<file path="config.mk">
export PLATFORM = sky130hd
export DESIGN_NAME = uart_rx_sipo_param
export DESIGN_NICKNAME = d
export VERILOG_FILES = /design/src/rtl/uart_rx_pkg.sv /design/src/rtl/uart_rx_sync.sv /design/src/rtl/uart_rx_sipo_param.sv
export SDC_FILE = /design/constraint.sdc
export NUM_CORES = 1
export LEC_CHECK = 0
export ABC_AREA = 1
export CAP_MARGIN = 25
export CORE_MARGIN = 2
export CORE_UTILIZATION = 55
export CTS_CLUSTER_SIZE = 20
export DETAILED_ROUTE_END_ITERATION = 7
export PLACE_DENSITY = 0.78
export SLEW_MARGIN = 40
export SYNTH_ARGS = -nofsm -noshare
export SYNTH_HDL_FRONTEND = slang
export SYNTH_SLANG_ARGS = --single-unit
</file>
<file path="constraint.sdc">
create_clock -name baud_clk -period 2.2 [get_ports baud_clk]
set_input_delay 0.55 -clock baud_clk [delete_from_list [all_inputs] [get_ports baud_clk]]
set_output_delay 0.55 -clock baud_clk [all_outputs]
set_load 0.005 [all_outputs]
</file>
<file path="src/rtl/uart_rx_pkg.sv">
`timescale 1ns/1ps
`default_nettype none
// ============================================================================
// Module      : uart_rx_pkg
// Description : Shared types and sizing helpers for the parametrised UART
//               receive deserialiser.
//               - rx_state_t : receive state encoding
//               - tick_cnt_w : width of the oversampling tick counter
//               - bit_cnt_w  : width of the data/stop bit counter
// Revision    : 1.0 - initial release
// ============================================================================
package uart_rx_pkg;

   typedef enum logic [2:0] {
      ST_IDLE   = 3'd0,
      ST_START  = 3'd1,
      ST_DATA   = 3'd2,
      ST_PARITY = 3'd3,
      ST_STOP   = 3'd4
   } rx_state_t;

   // Tick counter must reach OVERSAMPLE-1.
   function automatic int tick_cnt_w(input int oversample);
      return (oversample > 1) ? $clog2(oversample) : 1;
   endfunction

   // Bit counter must reach max(DATA_BITS, STOP_BITS)-1.
   function automatic int bit_cnt_w(input int data_bits, input int stop_bits);
      int m;
      m = (data_bits > stop_bits) ? data_bits : stop_bits;
      return (m > 1) ? $clog2(m) : 1;
   endfunction

endpackage
`default_nettype wire

</file>
<file path="src/rtl/uart_rx_sync.sv">
`timescale 1ns/1ps
`default_nettype none
// ============================================================================
// Module      : uart_rx_sync
// Description : Two-flop synchroniser for the asynchronous serial line plus a
//               falling-edge detector on the synchronised signal.
// Ports       : clk      in  - oversampling clock
//               reset_n  in  - synchronous active-low reset
//               data_tx  in  - raw serial line (idle high)
//               rx_s     out - synchronised line
//               fall_s   out - one-cycle pulse when rx_s goes 1 -> 0
// Revision    : 1.0 - initial release
// ============================================================================
module uart_rx_sync
   import uart_rx_pkg::*;
(
   input  logic clk,
   input  logic reset_n,
   input  logic data_tx,
   output logic rx_s,
   output logic fall_s
);

   logic r_meta;
   logic r_sync;
   logic r_sync_d;

   // All stages reset to 1 so that leaving reset on an idle line never
   // looks like a start edge.
   always_ff @(posedge clk) begin
      if (!reset_n) begin
         r_meta   <= 1'b1;
         r_sync   <= 1'b1;
         r_sync_d <= 1'b1;
      end else begin
         r_meta   <= data_tx;
         r_sync   <= r_meta;
         r_sync_d <= r_sync;
      end
   end

   assign rx_s   = r_sync;
   assign fall_s = r_sync_d & ~r_sync;

endmodule
`default_nettype wire

</file>
<file path="src/rtl/uart_rx_sipo_param.sv">
`timescale 1ns/1ps
`default_nettype none
// ============================================================================
// Module      : uart_rx_sipo_param
// Description : Parametrised UART receive deserialiser. Oversamples the line
//               on baud_clk, rejects false starts, shifts in DATA_BITS LSB
//               first, checks optional parity and STOP_BITS stop bits, and
//               holds the word on a valid/acknowledge handshake.
//               Optional feature macro: UART_RX_PARITY_EN (parity bit after
//               the data; parity_err tied to 0 when undefined).
// Ports       : baud_clk      in  - oversampling clock
//               reset_n       in  - synchronous active-low reset
//               data_tx       in  - serial line, idle high, asynchronous
//               rd_ack        in  - consumer accepts the held word
//               active_flag   out - frame reception in progress
//               recieved_flag out - data_parll and error flags valid
//               data_parll    out - received word
//               frame_err     out - a stop-bit sample was 0
//               parity_err    out - parity mismatch
//               overrun_err   out - unacknowledged word was overwritten
// Revision    : 1.0 - initial release
// ============================================================================
module uart_rx_sipo_param
   import uart_rx_pkg::*;
#(
   parameter int DATA_BITS  = 8,
   parameter int OVERSAMPLE = 16,
   parameter int STOP_BITS  = 1,
   parameter int PARITY_ODD = 0
) (
   input  logic                 baud_clk,
   input  logic                 reset_n,
   input  logic                 data_tx,
   input  logic                 rd_ack,
   output logic                 active_flag,
   output logic                 recieved_flag,
   output logic [DATA_BITS-1:0] data_parll,
   output logic                 frame_err,
   output logic                 parity_err,
   output logic                 overrun_err
);

   localparam int C_TICK_W = tick_cnt_w(OVERSAMPLE);
   localparam int C_BIT_W  = bit_cnt_w(DATA_BITS, STOP_BITS);

   localparam logic [C_TICK_W-1:0] C_TICK_LAST = C_TICK_W'(OVERSAMPLE - 1);
   localparam logic [C_TICK_W-1:0] C_TICK_HALF = C_TICK_W'(OVERSAMPLE/2 - 1);
   localparam logic [C_BIT_W-1:0]  C_DATA_LAST = C_BIT_W'(DATA_BITS - 1);
   localparam logic [C_BIT_W-1:0]  C_STOP_LAST = C_BIT_W'(STOP_BITS - 1);

   logic w_rx_s;
   logic w_fall_s;

   rx_state_t              r_state;
   logic [C_TICK_W-1:0]    r_tick_cnt;
   logic [C_BIT_W-1:0]     r_bit_cnt;
   logic [DATA_BITS-1:0]   r_shift;
   logic                   r_stop_err;   // earlier stop bit (of two) was 0
   logic                   r_active;
   logic                   r_received;
   logic [DATA_BITS-1:0]   r_data;
   logic                   r_frame_err;
   logic                   r_overrun;
`ifdef UART_RX_PARITY_EN
   logic                   r_par_bit;
   logic                   r_parity_err;
`endif

   uart_rx_sync u_sync (
      .clk     (baud_clk),
      .reset_n (reset_n),
      .data_tx (data_tx),
      .rx_s    (w_rx_s),
      .fall_s  (w_fall_s)
   );

   always_ff @(posedge baud_clk) begin
      if (!reset_n) begin
         r_state     <= ST_IDLE;
         r_tick_cnt  <= '0;
         r_bit_cnt   <= '0;
         r_shift     <= '0;
         r_stop_err  <= 1'b0;
         r_active    <= 1'b0;
         r_received  <= 1'b0;
         r_data      <= '0;
         r_frame_err <= 1'b0;
         r_overrun   <= 1'b0;
`ifdef UART_RX_PARITY_EN
         r_par_bit    <= 1'b0;
         r_parity_err <= 1'b0;
`endif
      end else begin
         // Consumer handshake; a completion in the same cycle overrides
         // these assignments further down.
         if (r_received && rd_ack) begin
            r_received  <= 1'b0;
            r_frame_err <= 1'b0;
            r_overrun   <= 1'b0;
`ifdef UART_RX_PARITY_EN
            r_parity_err <= 1'b0;
`endif
         end

         case (r_state)
            ST_IDLE: begin
               if (w_fall_s) begin
                  r_state    <= ST_START;
                  r_tick_cnt <= '0;
                  r_active   <= 1'b1;
               end
            end

            // Re-check the line half a bit in; a high level is a glitch.
            ST_START: begin
               if (r_tick_cnt == C_TICK_HALF) begin
                  r_tick_cnt <= '0;
                  r_bit_cnt  <= '0;
                  if (w_rx_s) begin
                     r_state  <= ST_IDLE;
                     r_active <= 1'b0;
                  end else begin
                     r_state <= ST_DATA;
                  end
               end else begin
                  r_tick_cnt <= r_tick_cnt + 1'b1;
               end
            end

            ST_DATA: begin
               if (r_tick_cnt == C_TICK_LAST) begin
                  r_tick_cnt <= '0;
                  r_shift    <= {w_rx_s, r_shift[DATA_BITS-1:1]};
                  if (r_bit_cnt == C_DATA_LAST) begin
                     r_bit_cnt <= '0;
`ifdef UART_RX_PARITY_EN
                     r_state <= ST_PARITY;
`else
                     r_state <= ST_STOP;
`endif
                  end else begin
                     r_bit_cnt <= r_bit_cnt + 1'b1;
                  end
               end else begin
                  r_tick_cnt <= r_tick_cnt + 1'b1;
               end
            end

`ifdef UART_RX_PARITY_EN
            ST_PARITY: begin
               if (r_tick_cnt == C_TICK_LAST) begin
                  r_tick_cnt <= '0;
                  r_par_bit  <= w_rx_s;
                  r_state    <= ST_STOP;
               end else begin
                  r_tick_cnt <= r_tick_cnt + 1'b1;
               end
            end
`endif

            ST_STOP: begin
               if (r_tick_cnt == C_TICK_LAST) begin
                  r_tick_cnt <= '0;
                  if (r_bit_cnt == C_STOP_LAST) begin
                     // Last stop sample: deliver the word, errored or not.
                     r_state     <= ST_IDLE;
                     r_active    <= 1'b0;
                     r_bit_cnt   <= '0;
                     r_stop_err  <= 1'b0;
                     r_data      <= r_shift;
                     r_frame_err <= r_stop_err | ~w_rx_s;
                     r_received  <= 1'b1;
                     r_overrun   <= r_received & ~rd_ack;
`ifdef UART_RX_PARITY_EN
                     r_parity_err <= (^r_shift) ^ r_par_bit ^ 1'(PARITY_ODD);
`endif
                  end else begin
                     r_bit_cnt <= r_bit_cnt + 1'b1;
                     if (!w_rx_s) begin
                        r_stop_err <= 1'b1;
                     end
                  end
               end else begin
                  r_tick_cnt <= r_tick_cnt + 1'b1;
               end
            end

            default: begin
               r_state  <= ST_IDLE;
               r_active <= 1'b0;
            end
         endcase
      end
   end

   assign active_flag   = r_active;
   assign recieved_flag = r_received;
   assign data_parll    = r_data;
   assign frame_err     = r_frame_err;
   assign overrun_err   = r_overrun;
`ifdef UART_RX_PARITY_EN
   assign parity_err    = r_parity_err;
`else
   // No parity bit on the line; PARITY_ODD has no effect in this build.
   assign parity_err    = 1'b0 & 1'(PARITY_ODD);
`endif

endmodule
`default_nettype wire

</file>
==> impl_summary.log, run 1 <==
[metrics] count of antenna-violating nets left after detailed routing: 0
[metrics] PD cells: 1047 nW/µm²
[metrics] family with the most delay on the worst path: buffers and inverters
[metrics] Clock Sink Count: 34
[metrics] antenna violations before repair: 0
[metrics] setup skew after layout: 9.065 ps
[metrics] sequential cell fraction of total power: 40.1%
[metrics] commonest register cell after synthesis: sky130_fd_sc_hd__dfxtp_1
[metrics] WL final: 3216 µm
[metrics] core area: 2734 µm²
[metrics] cells traversed along the worst timing path: clkdlybuf4s50_1
[metrics] standby leakage power: 0.8361 nW
[metrics] count of port buffers added during placement: 15
[metrics] flops & latches, synth: 34
[metrics] crit start category: register
[metrics] type of destination of the critical path: output pin
[metrics] Clock power frac: 22.4%
[metrics] count of distinct cell types in the synthesized netlist: 28
[metrics] die boundary width: 57.29 µm
[metrics] via count of the routed design: 1350
[metrics] total DRC errors in the routed layout: 0
[metrics] Clock transition at path regs: 100 ps
[metrics] result of the run: finished clean
[metrics] post-route worst hold slack: 437.9 ps
[metrics] post-route clock period utilization: 80.10%
[metrics] Initial DRC Count: 55
[metrics] sum of net half-perimeters after detailed placement: 2269 µm
[metrics] FFs w/ async S/R, synth: 0%
[metrics] final setup margin: 437.8 ps
[metrics] Post-synth top cells: sky130_fd_sc_hd__nor2_1, sky130_fd_sc_hd__dfxtp_1, sky130_fd_sc_hd__nand2_1
[metrics] CP Data Required Time: 1650 ps
[metrics] die height: 57.29 µm
[metrics] minimum clock period after layout: 1762 ps
[metrics] P&R area growth vs syn: 16.03%
[metrics] final net count: 232
[metrics] leading post-synthesis cells by cell area: sky130_fd_sc_hd__dfxtp_1, sky130_fd_sc_hd__nor2_1, sky130_fd_sc_hd__o21ai_0, sky130_fd_sc_hd__nand2_1, sky130_fd_sc_hd__a21oi_1
[metrics] Slew Limit Fails: 0
[metrics] TritonCTS buffer count: 5
[metrics] number of hold violations in the final report: 0
[metrics] Hold WC Path Type: register to register
[metrics] pin count of the biggest net entering global routing: 23
[metrics] syn nets: 213
[metrics] post-synthesis sequential area ratio: 43.59%
[metrics] Critical-path top delay cell: sky130_fd_sc_hd__clkdlybuf4s50_1
[metrics] Post-CTS Repair Setup Buffers: 0
[metrics] starting density of the core: 57.12%
[metrics] final setup violation count: 0
[metrics] worst path arrival time: 1210 ps
[metrics] routed wirelength normalized by instance count: 12.56 µm
[metrics] synth warn: 0
[metrics] average instance area after synthesis: 7.617 µm²
[metrics] CTS resizes: 0
[metrics] internal power: 1.143 mW
[metrics] maximum fanout encountered on the critical timing path: 4
[metrics] placement-stage cell area: 1733 µm²
[metrics] fraction of final layout cells with drive strength greater than 1: 15.11%
[metrics] overall fraction of global-route tracks in use: 22.68%
[metrics] number of fill cells in the layout: 241
[metrics] Maximum Capacitance Violations: 0
[metrics] Die Footprint: 3282 µm²
[metrics] switching component of the power: 0.7527 mW
[metrics] Synth Cell Area: 1561 µm²
[metrics] achievable clock frequency: 567.5 MHz
[metrics] average via count per standard cell: 5.273
[metrics] total gr overflow: 0
[metrics] summed area of non-filler cells in the final layout: 1812 µm²
[metrics] maximum vdd ir drop: 0.0009737 V
[metrics] top-count cell post-synth: sky130_fd_sc_hd__nor2_1
[metrics] standard-cell row count: 19
[metrics] total of hold buffers inserted after clock tree synthesis: 0
[metrics] Post-synth EDFFs: 0
[metrics] fraction of power spent switching nets: 39.69%
[metrics] Bufs and invs on worst path: 1
[metrics] worst skew pair latency: 340 ps
[metrics] area share of the leading cell type in the synthesized netlist: 43.59%
[metrics] TritonCTS clock tree: yes
[metrics] Crit path largest cell delay: 510 ps
[metrics] worst slack at placement: 547.8 ps
[metrics] number of I/O pins: 17
[metrics] vias in the first global route: 1343
[metrics] Max Root-Sink Buffers: 2
[metrics] total power draw: 1.896 mW
[metrics] drt first pass iters: 4
[metrics] root buffer cell: sky130_fd_sc_hd__clkbuf_4
[metrics] kind of critical path: register to output pin
[metrics] global-route wire length before repair: 5671 µm
[metrics] fraction of power consumed by combinational cells: 37.5%
[metrics] cell type with the largest total area after synthesis: sky130_fd_sc_hd__dfxtp_1
[metrics] RSZ-0062 raised after global routing: false
[metrics] Setup Total Neg Slack: 0 ps
[metrics] number of instances in the synthesized netlist: 205
[metrics] gp weighted congestion: 0.8078
[metrics] Antenna diodes: 0
[metrics] number of levels the H-tree was split into: 2
[logic make-up after synthesis]
family,synth area share [%]
flip-flops,43.59
adder cells (fa/ha/maj),3.205
AND/OR/NAND/NOR,33.01
AO/OA/AOI/OAI,13.54
other,0.2402
buffers and inverters,6.410
[metrics by stage]
step           util [%]  cells
2_1_floorplan         -    205
6_report          66.27    256
4_1_cts           66.27    256
3_5_place_dp      63.39    248
5_1_grt           66.27    256
3_3_place_gp      63.39    248
[power by group through the flow]
stage | Combinational (mW) | Sequential (mW) | Clock, mW
after floorplan | 0.557 | 0.757 | 0
after global placement | 0.674 | 0.766 | 0
after detailed placement | 0.699 | 0.773 | 0
after CTS | 0.708 | 0.759 | 0.434
after global routing | 0.806 | 0.767 | 0.458
final | 0.711 | 0.760 | 0.426
[final timing paths]
| kind | start | end | slack (ps) | cells after the start |
|---|---|---|---|---|
| min reg2reg | u_sync.r_meta | u_sync.rx_s | 440 | 1 |
| min | u_sync.r_meta | u_sync.rx_s | 440 | 1 |
| max reg2reg | r_tick_cnt[0] | r_state[1] | 610 | 8 |
| max | recieved_flag | recieved_flag | 440 | 1 |
[state kept, by name (all words and copies together) (netlist names)]
register         count
r_stop_err           1
overrun_err          1
u_sync.rx_s          1
recieved_flag        1
data_parll           8
r_state              3
r_tick_cnt           4
active_flag          1
r_shift              8
frame_err            1
u_sync.r_sync_d      1
u_sync.r_meta        1
r_bit_cnt            3
[area by class of cell]
class / count / area [µm²] / share of cell area, %
Multi-Input combinational cell: 148 / 780.7 / 43.09
Sequential cell: 34 / 680.7 / 37.57
Timing Repair Buffer: 17 / 165.2 / 9.116
Clock buffer: 8 / 78.83 / 4.351
Inverter: 18 / 67.56 / 3.729
Tap cell: 31 / 38.79 / 2.141
[layer usage]
metal	vias up	GRT usage (%)	wire, µm
met5	-	0	0
met4	0	8.306	52
met3	5	7.029	127
met2	25	39.90	1638
met1	626	25.79	1397
li1	694	-	-
[layout by cell type, fill, tap and decap left out, types with 4 or more instances in the layout]
master	instances
sky130_fd_sc_hd__nand2_2	4
sky130_fd_sc_hd__a21oi_1	12
sky130_fd_sc_hd__dfxtp_1	34
sky130_fd_sc_hd__nor3_1	4
sky130_fd_sc_hd__nand3_1	8
sky130_fd_sc_hd__o21ai_0	21
sky130_fd_sc_hd__nor2_1	44
sky130_fd_sc_hd__nand2_1	26
sky130_fd_sc_hd__a21boi_0	4
sky130_fd_sc_hd__inv_1	15
sky130_fd_sc_hd__ha_1	4
sky130_fd_sc_hd__clkdlybuf4s50_1	15
sky130_fd_sc_hd__nor2_2	5
sky130_fd_sc_hd__clkbuf_4	5
No activity file was read; power rests on OpenSTA's default activity.
==> run 2, diff against run 1 <==
- CORE_UTILIZATION: 55 -> 49
- PLACE_DENSITY: 0.78 -> 0.74
- clock period: 2.2 -> 1.5 ns (I/O delays scaled with it)
==> run 2 against run 1 <==
Against the previous run:
- largest cell class unchanged
- clock skew rose by 3.0 ps
- setup slack lost 340 ps
- cell count up 7.0%
- utilization decreased by 4.0 points
- cell area rose by 5.0%
- total power grew 45%
- combinational power increased by 58%
- worst hold slack lost 26 ps
- clock power grew 18%
==> impl_summary.log, run 2 (synthesized netlist as in run 1, its figures left out) <==
[metrics] result of the run: finished clean
[metrics] routed wirelength normalized by instance count: 12.03 µm
[metrics] Antenna diodes: 0
[metrics] TritonCTS clock tree: yes
[metrics] internal reg-to-reg setup slack: 90 ps
[metrics] antenna violations before repair: 0
[metrics] total gr overflow: 0
[metrics] final setup violation count: 0
[metrics] final net count: 239
[metrics] total DRC errors in the routed layout: 0
[metrics] count of port buffers added during placement: 15
[metrics] TritonCTS buffer count: 5
[metrics] standard-cell row count: 20
[metrics] WL final: 3295 µm
[metrics] type of destination of the critical path: register
[metrics] Initial DRC Count: 45
[metrics] Hold WC Path Type: register to register
[metrics] starting density of the core: 51.15%
[metrics] kind of critical path: register to register
[metrics] summed area of non-filler cells in the final layout: 1902 µm²
[metrics] most used cells in the layout excluding fill and tap cells: sky130_fd_sc_hd__nor2_1, sky130_fd_sc_hd__nand2_1, sky130_fd_sc_hd__o21ai_0
[metrics] number of fill cells in the layout: 296
[metrics] Bufs and invs on worst path: 2
[metrics] die boundary width: 60.45 µm
[metrics] end of the worst register-to-register path: data_parll[7]
[metrics] via count of the routed design: 1352
[metrics] cells traversed along the worst timing path: inv_1 > ha_1 > nand2_1 > nor3_4 > buf_4 > o21ai_0 > nor2_1
[metrics] core area: 3053 µm²
[metrics] Die Footprint: 3654 µm²
[metrics] root buffer cell: sky130_fd_sc_hd__clkbuf_4
[metrics] Max Root-Sink Buffers: 2
[metrics] sum of net half-perimeters after detailed placement: 2304 µm
[metrics] number of I/O pins: 17
[metrics] number of hold violations in the final report: 0
[metrics] WP depth: 7
[metrics] count of antenna-violating nets left after detailed routing: 0
[metrics] die height: 60.45 µm
[metrics] worst flop-to-flop path startpoint: r_bit_cnt[0]
[metrics] pin count of the biggest net entering global routing: 19
[metrics] gp weighted congestion: 0.8650
[metrics] worst path arrival time: 1670 ps
[metrics] Crit path largest cell delay: 350 ps
[metrics] CP Data Required Time: 1760 ps
[metrics] crit start category: register
[metrics] achievable clock frequency: 711.0 MHz
[metrics] PD cells: 1449 nW/µm²
[metrics] placement-stage cell area: 1794 µm²
[metrics] Clock Sink Count: 34
[metrics] capturing instance or port of the critical path: data_parll[7]
[metrics] most common cell after layout, fill and taps aside: sky130_fd_sc_hd__nor2_1
[metrics] Post-CTS Repair Setup Buffers: 0
[metrics] global-route wire length before repair: 5471 µm
[metrics] family with the most delay on the worst path: simple AND/OR/NAND/NOR gates
[metrics] P&R area growth vs syn: 21.79%
[metrics] Critical-path top delay cell: sky130_fd_sc_hd__dfxtp_2
[metrics] first element of the critical path: r_bit_cnt[0]
[metrics] Slew Limit Fails: 0
[metrics] Clock transition at path regs: 100 ps
[metrics] minimum clock period after layout: 1406 ps
[metrics] setup skew after layout: 12.04 ps
[metrics] maximum fanout encountered on the critical timing path: 6
[metrics] standby leakage power: 0.9332 nW
[metrics] Setup Total Neg Slack: 0 ps
[metrics] post-route clock period utilization: 93.76%
[metrics] total of hold buffers inserted after clock tree synthesis: 0
[metrics] fraction of final layout cells with drive strength greater than 1: 25.22%
[metrics] vias in the first global route: 1224
[metrics] number of levels the H-tree was split into: 2
[metrics] Maximum Capacitance Violations: 0
[metrics] worst skew pair latency: 340 ps
[metrics] drt first pass iters: 4
[metrics] maximum vdd ir drop: 0.0005945 V
[metrics] post-route worst hold slack: 411.6 ps
[metrics] overall fraction of global-route tracks in use: 20.46%
[metrics] path depth of the worst reg2reg path: 7
[metrics] RSZ-0062 raised after global routing: false
[metrics] average via count per standard cell: 4.934
run 2: cell count changes in the layout (fill, tap and decap cells not counted), moves of 2 or more:
cell,change
sky130_fd_sc_hd__buf_4,+6
sky130_fd_sc_hd__clkbuf_8,-2
sky130_fd_sc_hd__clkdlybuf4s50_1,-12
sky130_fd_sc_hd__dfxtp_1,-16
sky130_fd_sc_hd__dfxtp_2,+16
sky130_fd_sc_hd__dlygate4sd2_1,+12
sky130_fd_sc_hd__nor2_2,-3
sky130_fd_sc_hd__nor2_4,+3
run 2: per-stage QoR:
step | worst slack, ps | utilization, % | cells | power [mW]
after detailed placement | 51.35 | 58.77 | 267 | 2.191
after CTS | 7.333 | 60.37 | 273 | 2.688
after global routing | 1.960 | 62.30 | 274 | 2.972
after global placement | 92.16 | 58.77 | 267 | 2.193
final | 93.54 | 62.30 | 274 | 2.755
after floorplan | 140.1 | - | 205 | 1.928
run 2: layout make-up:
type,count,area [µm²],share of cell area [%]
multi-input cells,148,818.3,43.03
repair buffers,24,206.4,10.86
flip-flops and latches,34,700.7,36.84
inverters,18,70.07,3.684
clock buffers,6,51.30,2.697
well taps,44,55.05,2.895
run 2: worst min-delay path by stage:
stage                  startpoint           to  slack [ps]  cells after the start
floorplan           u_sync.r_meta  u_sync.rx_s         390                      1
detailed placement  u_sync.r_meta  u_sync.rx_s         410                      1
finish              u_sync.r_meta  u_sync.rx_s         410                      1
CTS                 u_sync.r_meta  u_sync.rx_s         430                      1
global placement    u_sync.r_meta  u_sync.rx_s         400                      1
global route        u_sync.r_meta  u_sync.rx_s         430                      1
run 2: what timing repair did:
action                     4_1_cts  5_1_grt
pin swaps                        0        1
setup endpoints to repair       12       17
cloned                           0        1
resized for setup               22       16
run 2: routing by layer:
metal  share of wire [%]  vias to the layer above  track usage [%]
li1                    -                      710                -
met1                  47                      617            26.12
met2                  47                       18            32.30
met3                 3.6                        7            6.823
met4                 1.5                        0            7.764
met5                   0                        -                0
run 2: report_power, final:
group          internal [mW]  switching, mW
sequential              1.01          0.119
combinational          0.420          0.704
clock                  0.211          0.291
run 2: worst register-to-register path, delay by kind of cell (launching register included):
| family | cells | cell delay [ps] |
|---|---|---|
| and+or+nand+nor | 3 | 500 |
| adders and majority gates | 1 | 140 |
| AOI/OAI and AO/OA | 1 | 80 |
| buffers and inverters | 2 | 270 |
| DFF | 1 | 350 |
